===== config.mk =====
export PLATFORM = sky130hd
export DESIGN_NAME = issue_buffer
export DESIGN_NICKNAME = d
export VERILOG_FILES = /design/src/rtl/issue_buffer.sv
export SDC_FILE = /design/constraint.sdc
export NUM_CORES = 1
export LEC_CHECK = 0
export CAP_MARGIN = 20
export CORE_MARGIN = 3
export CORE_UTILIZATION = 55
export CTS_BUF_LIST = sky130_fd_sc_hd__clkbuf_8
export CTS_CLUSTER_DIAMETER = 40
export DETAILED_ROUTE_END_ITERATION = 7
export GPL_TIMING_DRIVEN = 0
export PLACE_DENSITY = 0.79
export SLEW_MARGIN = 10
export SYNTH_ARGS = -nofsm -noshare
export SYNTH_HDL_FRONTEND = slang
export SYNTH_SLANG_ARGS = --single-unit

===== constraint.sdc =====
create_clock -name clk_in -period 8.35 [get_ports clk_in]
set_input_delay 1.67 -clock clk_in [delete_from_list [all_inputs] [get_ports clk_in]]
set_output_delay 1.67 -clock clk_in [all_outputs]
set_load 0.005 [all_outputs]

===== src/rtl/issue_buffer.sv =====
// Decoded-instruction FIFO between the issue manager and the CSU.
// First-word-fall-through output, early space feedback, sticky overflow flag and flush.
module issue_buffer #(
  parameter int unsigned DEPTH = 4,
  parameter int unsigned SLACK = 2
) (
  input  logic                     clk_in,
  input  logic                     rst_in,
  input  logic                     rdy_in,
  input  logic                     flush_pipline,
  input  logic                     in_valid,
  input  logic [31:0]              in_pc,
  input  logic [31:0]              in_pred_pc,
  input  logic [31:0]              in_full_ins,
  input  logic [31:0]              in_imm,
  input  logic [6:0]               in_opcode,
  input  logic [2:0]               in_funct3,
  input  logic [6:0]               in_funct7,
  input  logic [5:0]               in_shamt,
  input  logic [4:0]               in_rs1,
  input  logic [4:0]               in_rs2,
  input  logic [4:0]               in_rd,
  input  logic                     in_compressed,
  output logic                     issue_space_available,
  output logic                     out_valid,
  input  logic                     out_ready,
  output logic [31:0]              out_pc,
  output logic [31:0]              out_pred_pc,
  output logic [31:0]              out_full_ins,
  output logic [31:0]              out_imm,
  output logic [6:0]               out_opcode,
  output logic [2:0]               out_funct3,
  output logic [6:0]               out_funct7,
  output logic [5:0]               out_shamt,
  output logic [4:0]               out_rs1,
  output logic [4:0]               out_rs2,
  output logic [4:0]               out_rd,
  output logic                     out_compressed,
  output logic [$clog2(DEPTH):0]   count,
  output logic                     overflow_err
);

  localparam int unsigned PW = $clog2(DEPTH);
  localparam logic [PW:0] DepthW = (PW+1)'(DEPTH);
  localparam logic [PW:0] SlackW = (PW+1)'(SLACK);

  typedef struct packed {
    logic [31:0] pc;
    logic [31:0] pred_pc;
    logic [31:0] full_ins;
    logic [31:0] imm;
    logic [6:0]  opcode;
    logic [2:0]  funct3;
    logic [6:0]  funct7;
    logic [5:0]  shamt;
    logic [4:0]  rs1;
    logic [4:0]  rs2;
    logic [4:0]  rd;
    logic        compressed;
  } entry_t;

  entry_t        mem_q [DEPTH];
  entry_t        wr_entry;
  entry_t        head;
  logic [PW-1:0] rp_q, rp_d, wp_q, wp_d;
  logic [PW:0]   count_q, count_d;
  logic          overflow_q, overflow_d;
  logic          full, push, pop;

  assign full = (count_q == DepthW);
  assign pop  = rdy_in & (count_q != '0) & out_ready & ~flush_pipline;
  // A full buffer still accepts when the head leaves in the same cycle.
  assign push = rdy_in & in_valid & ~flush_pipline & (~full | pop);

  always_comb begin
    rp_d       = rp_q;
    wp_d       = wp_q;
    count_d    = count_q;
    overflow_d = overflow_q | (rdy_in & in_valid & ~flush_pipline & full & ~pop);
    if (rdy_in) begin
      if (flush_pipline) begin
        rp_d    = '0;
        wp_d    = '0;
        count_d = '0;
      end else begin
        if (push) wp_d = wp_q + 1'b1;
        if (pop)  rp_d = rp_q + 1'b1;
        unique case ({push, pop})
          2'b10:   count_d = count_q + 1'b1;
          2'b01:   count_d = count_q - 1'b1;
          default: count_d = count_q;
        endcase
      end
    end
  end

  always_ff @(posedge clk_in or negedge rst_in) begin
    if (!rst_in) begin
      rp_q       <= '0;
      wp_q       <= '0;
      count_q    <= '0;
      overflow_q <= 1'b0;
    end else begin
      rp_q       <= rp_d;
      wp_q       <= wp_d;
      count_q    <= count_d;
      overflow_q <= overflow_d;
    end
  end

  always_comb begin
    wr_entry = '{pc: in_pc, pred_pc: in_pred_pc, full_ins: in_full_ins, imm: in_imm,
                 opcode: in_opcode, funct3: in_funct3, funct7: in_funct7, shamt: in_shamt,
                 rs1: in_rs1, rs2: in_rs2, rd: in_rd, compressed: in_compressed};
  end

  // Storage is deliberately not reset; contents are only meaningful below count.
  always_ff @(posedge clk_in) begin
    if (push) mem_q[wp_q] <= wr_entry;
  end

  assign head = mem_q[rp_q];

  assign out_pc         = head.pc;
  assign out_pred_pc    = head.pred_pc;
  assign out_full_ins   = head.full_ins;
  assign out_imm        = head.imm;
  assign out_opcode     = head.opcode;
  assign out_funct3     = head.funct3;
  assign out_funct7     = head.funct7;
  assign out_shamt      = head.shamt;
  assign out_rs1        = head.rs1;
  assign out_rs2        = head.rs2;
  assign out_rd         = head.rd;
  assign out_compressed = head.compressed;

  assign out_valid             = (count_q != '0);
  assign count                 = count_q;
  assign overflow_err          = overflow_q;
  assign issue_space_available = ((DepthW - count_q) >= SlackW);

endmodule

==> results of run 1 <==
registers in the layout, indices dropped and copies added (netlist names):
register      count
count             3
mem_q           668
overflow_err      1
rp_q              2
wp_q              2
power groups by stage:
stage / registers (uW) / logic (uW) / clock network [uW]
global route: 3870 / 1870 / 2750
detailed placement: 3940 / 1770 / 0
global placement: 3960 / 1740 / 0
finish: 3870 / 1740 / 2520
CTS: 3870 / 1780 / 2590
floorplan: 3940 / 865 / 0
kinds of logic after synthesis:
kind of cell,after synthesis,synth area share (%)
and+or+nand+nor,19,0.421
muxes,172,15.5
DFF,676,82.1
AOI/OAI and AO/OA,13,0.355
buffers and inverters,46,1.18
adders and majority gates,9,0.487
final timing paths:
kind | startpoint | to
hold reg to reg | overflow_err | overflow_err
setup / recovery | rp_q[1] | out_imm[19]
max in group asynchronous | rst_in | rp_q[0]
setup reg to reg | count[0] | mem_q[3][101]
min in group asynchronous | rst_in | count[0]
hold / removal | overflow_err | overflow_err
layout make-up:
class	instances	area, um^2
fill	2493	12500
timing repair buffer	357	3760
multi-input combinational	213	4140
tap	585	732
antenna	2	5.00
buffer	38	260
sequential	676	20300
clock inverter	87	465
inverter	8	30.0
clock buffer	107	1470
critical path, stage by stage (launching register included):
cell and delay, ns:
dfrtp_1 0.32, buf_2 0.23, clkbuf_1 0.55, buf_2 0.42, mux4_2 0.34, clkdlybuf4s50_1 0.57
Yosys cell counts:
master and instances:
edfxtp_1 668, mux4_2 167, buf_2 16, buf_6 10, dfrtp_1 8, ha_1 8
inv_1 8, buf_4 6, clkbuf_1 6, nor2_1 5, o21ai_0 5, and2_1 4
nand2_1 4, mux2i_1 3, o22ai_1 3, a21oi_1 2, mux2_2 2, nand2b_1 2
a32o_1 1, a41o_2 1, fa_1 1, nand3_1 1, nand3b_1 1, nor2b_1 1
o31ai_2 1, or4b_4 1
per-stage QoR:
step           util [%]  total power [uW]  hold slack [ns]
2_1_floorplan         -              4810            0.462
3_3_place_gp       66.1              5690            0.482
3_5_place_dp       66.9              5700            0.476
4_1_cts            71.3              8230            0.501
5_1_grt            71.3              8490            0.526
6_report           71.3              8130            0.509
per-layer routing:
layer  part of all wire [%]  vias up  global-route usage (%)
met5                   0.16        -                       0
met4                    2.4       12                    6.91
met3                    8.7      103                    7.93
met2                     50      453                    34.9
met1                     38     6004                    28.7
li1                       -     5036                       -
==> results.toml, run 1 <==
[route]
vias_per_cell = 5.60
vias = 11600
route.detailed.wl_per_inst_um = 24.3
postRouteAntennaNets = 0
drtIter0Drc = 942
drt-total-wl_mm = 50.3
drt-pass1-iter-count = 5
drc_errors = 0

[sta]
slew_headroom_pct = 54.8
fin_ws_ns = 3.56
hold_violations = 0
fin_crit_sh_pct = 57.4
rsz0062_at_grt = "no"
tns_ns = 0
tightest_slew_ns = 0.678
setup_violations = 0
finClkSkew_ns = 0.0240
layout_min_cycle_time_ns = 4.79
fmax_mhz = 209
finalMaxSlewViolations = 0

[global_routing]
grt_pass1_wl_mm = 76.6
grt_remaining_overflow = 0
antenna_found_initial = 8
grt_pass1_vias = 12600
grtUsageTotal_pct = 21.9
grt_max_degree = 53

[critical_path]
worstPathRequired_ns = 6.68
cp_max_fo = 10
critPathKind = "flip-flop to primary output"
worst-r2r-setup-slack_ns = 4.98
end_kind = "primary output"
crit_arrival_ns = 3.12
r2r.worst_path.cells = 8
cp-start-kind = "flip-flop"

[finish]
mostFrequentLayoutCell = "edfxtp_1"
layout-drive-gt1-share_pct = 23.6
final_cell_mix = "edfxtp_1 (668), clkdlybuf4s50_1 (345), mux4_2 (167), clkbuf_8 (107), inv_1 (41)"
final_nets = 1582
stdcell_count = 2073
syn2layout_area_growth_pct = 26.1
finish.instance_area_mm2 = 0.0311

[floorplan]
die-area_mm2 = 0.0474
die_w_um = 218
initial_core_util_pct = 56.5
die_y_um = 218
io_pins = 346
rows = 76
coreArea_mm2 = 0.0436

[synthesis]
synth_cells = 935
yosys_warnings = 0
ys_top_cells_by_area = "edfxtp_1 (81%), mux4_2 (15%), dfrtp_1 (0.81%)"
ys_types = 26
synth.yosys.seq_area_share_pct = 82.1
synth-seq-cells = 676
synth_top_area_share_pct = 81.3
yosys.area.top_type = "edfxtp_1"
syn-num-nets = 1117
synth_area_mm2 = 0.0247
synth.avg_cell_area_um2 = 26.4

[placed_design]
dp.cells = 1877
dp_hpwl_mm = 31.9
io_buffers = 345
globalplace.congestion = 0.735
dpl_cell_area_mm2 = 0.0292
pre_cts_slack_ns = 3.79

[power]
sw_frac_of_total_pct = 24.1
power.leakage_uw = 0.00995
clockPowerShare_pct = 31.0
ir_worst_vdd_uv = 243
p_int_uw = 6170
pwr-share-seq_pct = 47.6
switching_power_uw = 1960
p_comb_share_pct = 21.5
powerDensity_mw_per_mm2 = 261

[outcome]
status = "complete, no violations"

[cts]
cts_buffers = 106
ctsHtreeMaxLevel = 3
cts_root_buffer = "clkbuf_8"
cts.path.max_buffers = 3
ctsHoldBuffers = 0
post_cts_resized = 0
post_cts_buffers = 0
path_clk_slew_ns = 0.06
clock_sinks = 676
tritoncts = "done"
insertion_delay_ns = 0.68

[hold_path]
hold_depth = 1
hp-class = "flip-flop to flip-flop"

[run]
maxCapViolCount = 0
No activity file was read; power rests on OpenSTA's default activity.
==> run 2, diff against run 1 <==
clock period = 4.8 ns   (was 8.35 ns; I/O delays follow)
==> run 2 against run 1 <==
  * Global-route usage down 0.29 points
  * Combinational power rose by 74%
  * Worst setup slack worse by 2.8 ns
  * Count of clock-buffer cells in the layout increased by 7
  * Power is 76% higher
  * Non-clock buffer count is 1 higher
==> results.toml, run 2 (synthesis results as in run 1) <==
[cts]
clock_sinks = 676
post_cts_buffers = 0
cts_buffers = 107
tritoncts = "done"
cts.path.max_buffers = 3
ctsHtreeMaxLevel = 3
ctsHoldBuffers = 0
cts_root_buffer = "clkbuf_8"
path_clk_slew_ns = 0.06
insertion_delay_ns = 0.68
post_cts_resized = 0

[finish]
finish.instance_area_mm2 = 0.0313
final_core_util_pct = 71.6
fillers = 2473
largest_reg_flops = 668
layout-drive-gt1-share_pct = 23.7
final_cell_mix = "edfxtp_1 (668), clkdlybuf4s50_1 (345), mux4_2 (167), clkbuf_8 (114), inv_1 (37)"
syn2layout_area_growth_pct = 26.7
top_register = "mem_q"
stdcell_count = 2073
mostFrequentLayoutCell = "edfxtp_1"
final_nets = 1584

[route]
vias_per_cell = 5.60
vias = 11600
route.detailed.wl_per_inst_um = 23.8
drtIter0Drc = 856
drt-total-wl_mm = 49.3
postRouteAntennaNets = 0
drt-pass1-iter-count = 4
drc_errors = 0

[sta]
setup_violations = 0
tns_ns = 0
fmax_mhz = 246
tightest_slew_ns = 0.707
fin_crit_sh_pct = 84.6
slew_headroom_pct = 52.8
rsz0062_at_grt = "no"
hold_violations = 0
layout_min_cycle_time_ns = 4.06
finalMaxSlewViolations = 0
finClkSkew_ns = 0.0177

[critical_path]
crit_arrival_ns = 3.10
end_kind = "primary output"
critical_path.max_stage_delay_ns = 0.56
worst-r2r-setup-slack_ns = 1.34
crit_top_cell = "buf_2"
cp_max_fo = 10
worstPathRequired_ns = 3.84
cp_slowest_cell = "clkbuf_1"
crit_chain = "buf_2 > clkbuf_1 > buf_2 > mux4_2 > clkdlybuf4s50_1"
r2r.worst_path.cells = 8
cp-start-kind = "flip-flop"
critPathKind = "flip-flop to primary output"

[placed_design]
io_buffers = 345
dp_hpwl_mm = 31.1
dpl_cell_area_mm2 = 0.0292
globalplace.congestion = 0.752
dp.cells = 1878

[global_routing]
gr-usage-met2_pct = 34.2
antenna_found_initial = 7
grt_pass1_wl_mm = 75.8
grt_pass1_vias = 12600
grt_remaining_overflow = 0
grtUsageTotal_pct = 21.6
grt.busiest_layer = "met2"
grt_use_met1_pct = 28.5
grt_max_degree = 52
grt_util_met3_pct = 7.41

[power]
powerDensity_mw_per_mm2 = 459
total_power_uw = 14300
power.leakage_uw = 0.0100
ir_worst_vdd_uv = 430

[floorplan]
die_y_um = 218
initial_core_util_pct = 56.5
rows = 76
die-area_mm2 = 0.0474
coreArea_mm2 = 0.0436
die_w_um = 218
io_pins = 346

[outcome]
status = "complete, no violations"

[hold_path]
hold_depth = 1
hp-class = "flip-flop to flip-flop"

[run]
maxCapViolCount = 0
[run 2: stage by stage]
stage	hold WS, ns	setup WS (ns)
CTS	0.499	0.532
finish	0.508	0.739
global placement	0.482	-1.48
floorplan	0.462	0.823
detailed placement	0.475	0.856
global route	0.520	0.504
[run 2: worst max-delay path: cells and delay by family (launching register included)]
kind	cells	cell delay [ns]
buffers and inverters	4	1.75
flip-flops	1	0.31
multiplexers	1	0.36
[run 2: area by class of cell]
cell class / instances / area [um^2] / area share [%]
repair buffers: 358 / 3790 / 12.1
well taps: 585 / 732 / 2.34
inverters: 8 / 30.0 / 0.0961
clock inverters: 77 / 472 / 1.51
multi-input cells: 213 / 4140 / 13.2
diodes: 4 / 10.0 / 0.0320
clock buffers: 114 / 1570 / 5.02
flip-flops and latches: 676 / 20300 / 64.8
plain buffers: 38 / 260 / 0.833
[run 2: path summary, 6_finish.rpt]
kind | endpoint | start
worst max-delay path | out_imm[23] | rp_q[1]
max in group asynchronous | count[1] | rst_in
worst max register to register | mem_q[3][101] | count[0]
min in group asynchronous | wp_q[1] | rst_in
worst min register to register | overflow_err | overflow_err
worst min-delay path | overflow_err | overflow_err
[run 2: layer usage]
metal	share of wire, %	vias up
met4	2.8	10
met3	8.8	105
met2	50	449
met1	39	6019
li1	-	5021
met5	0.14	-
[run 2: where the power goes]
part / switching [uW] / internal, uW
Combinational: 1210 / 1810
Clock: 2090 / 2500
Sequential: 54.3 / 6670
Total: 3350 / 11000
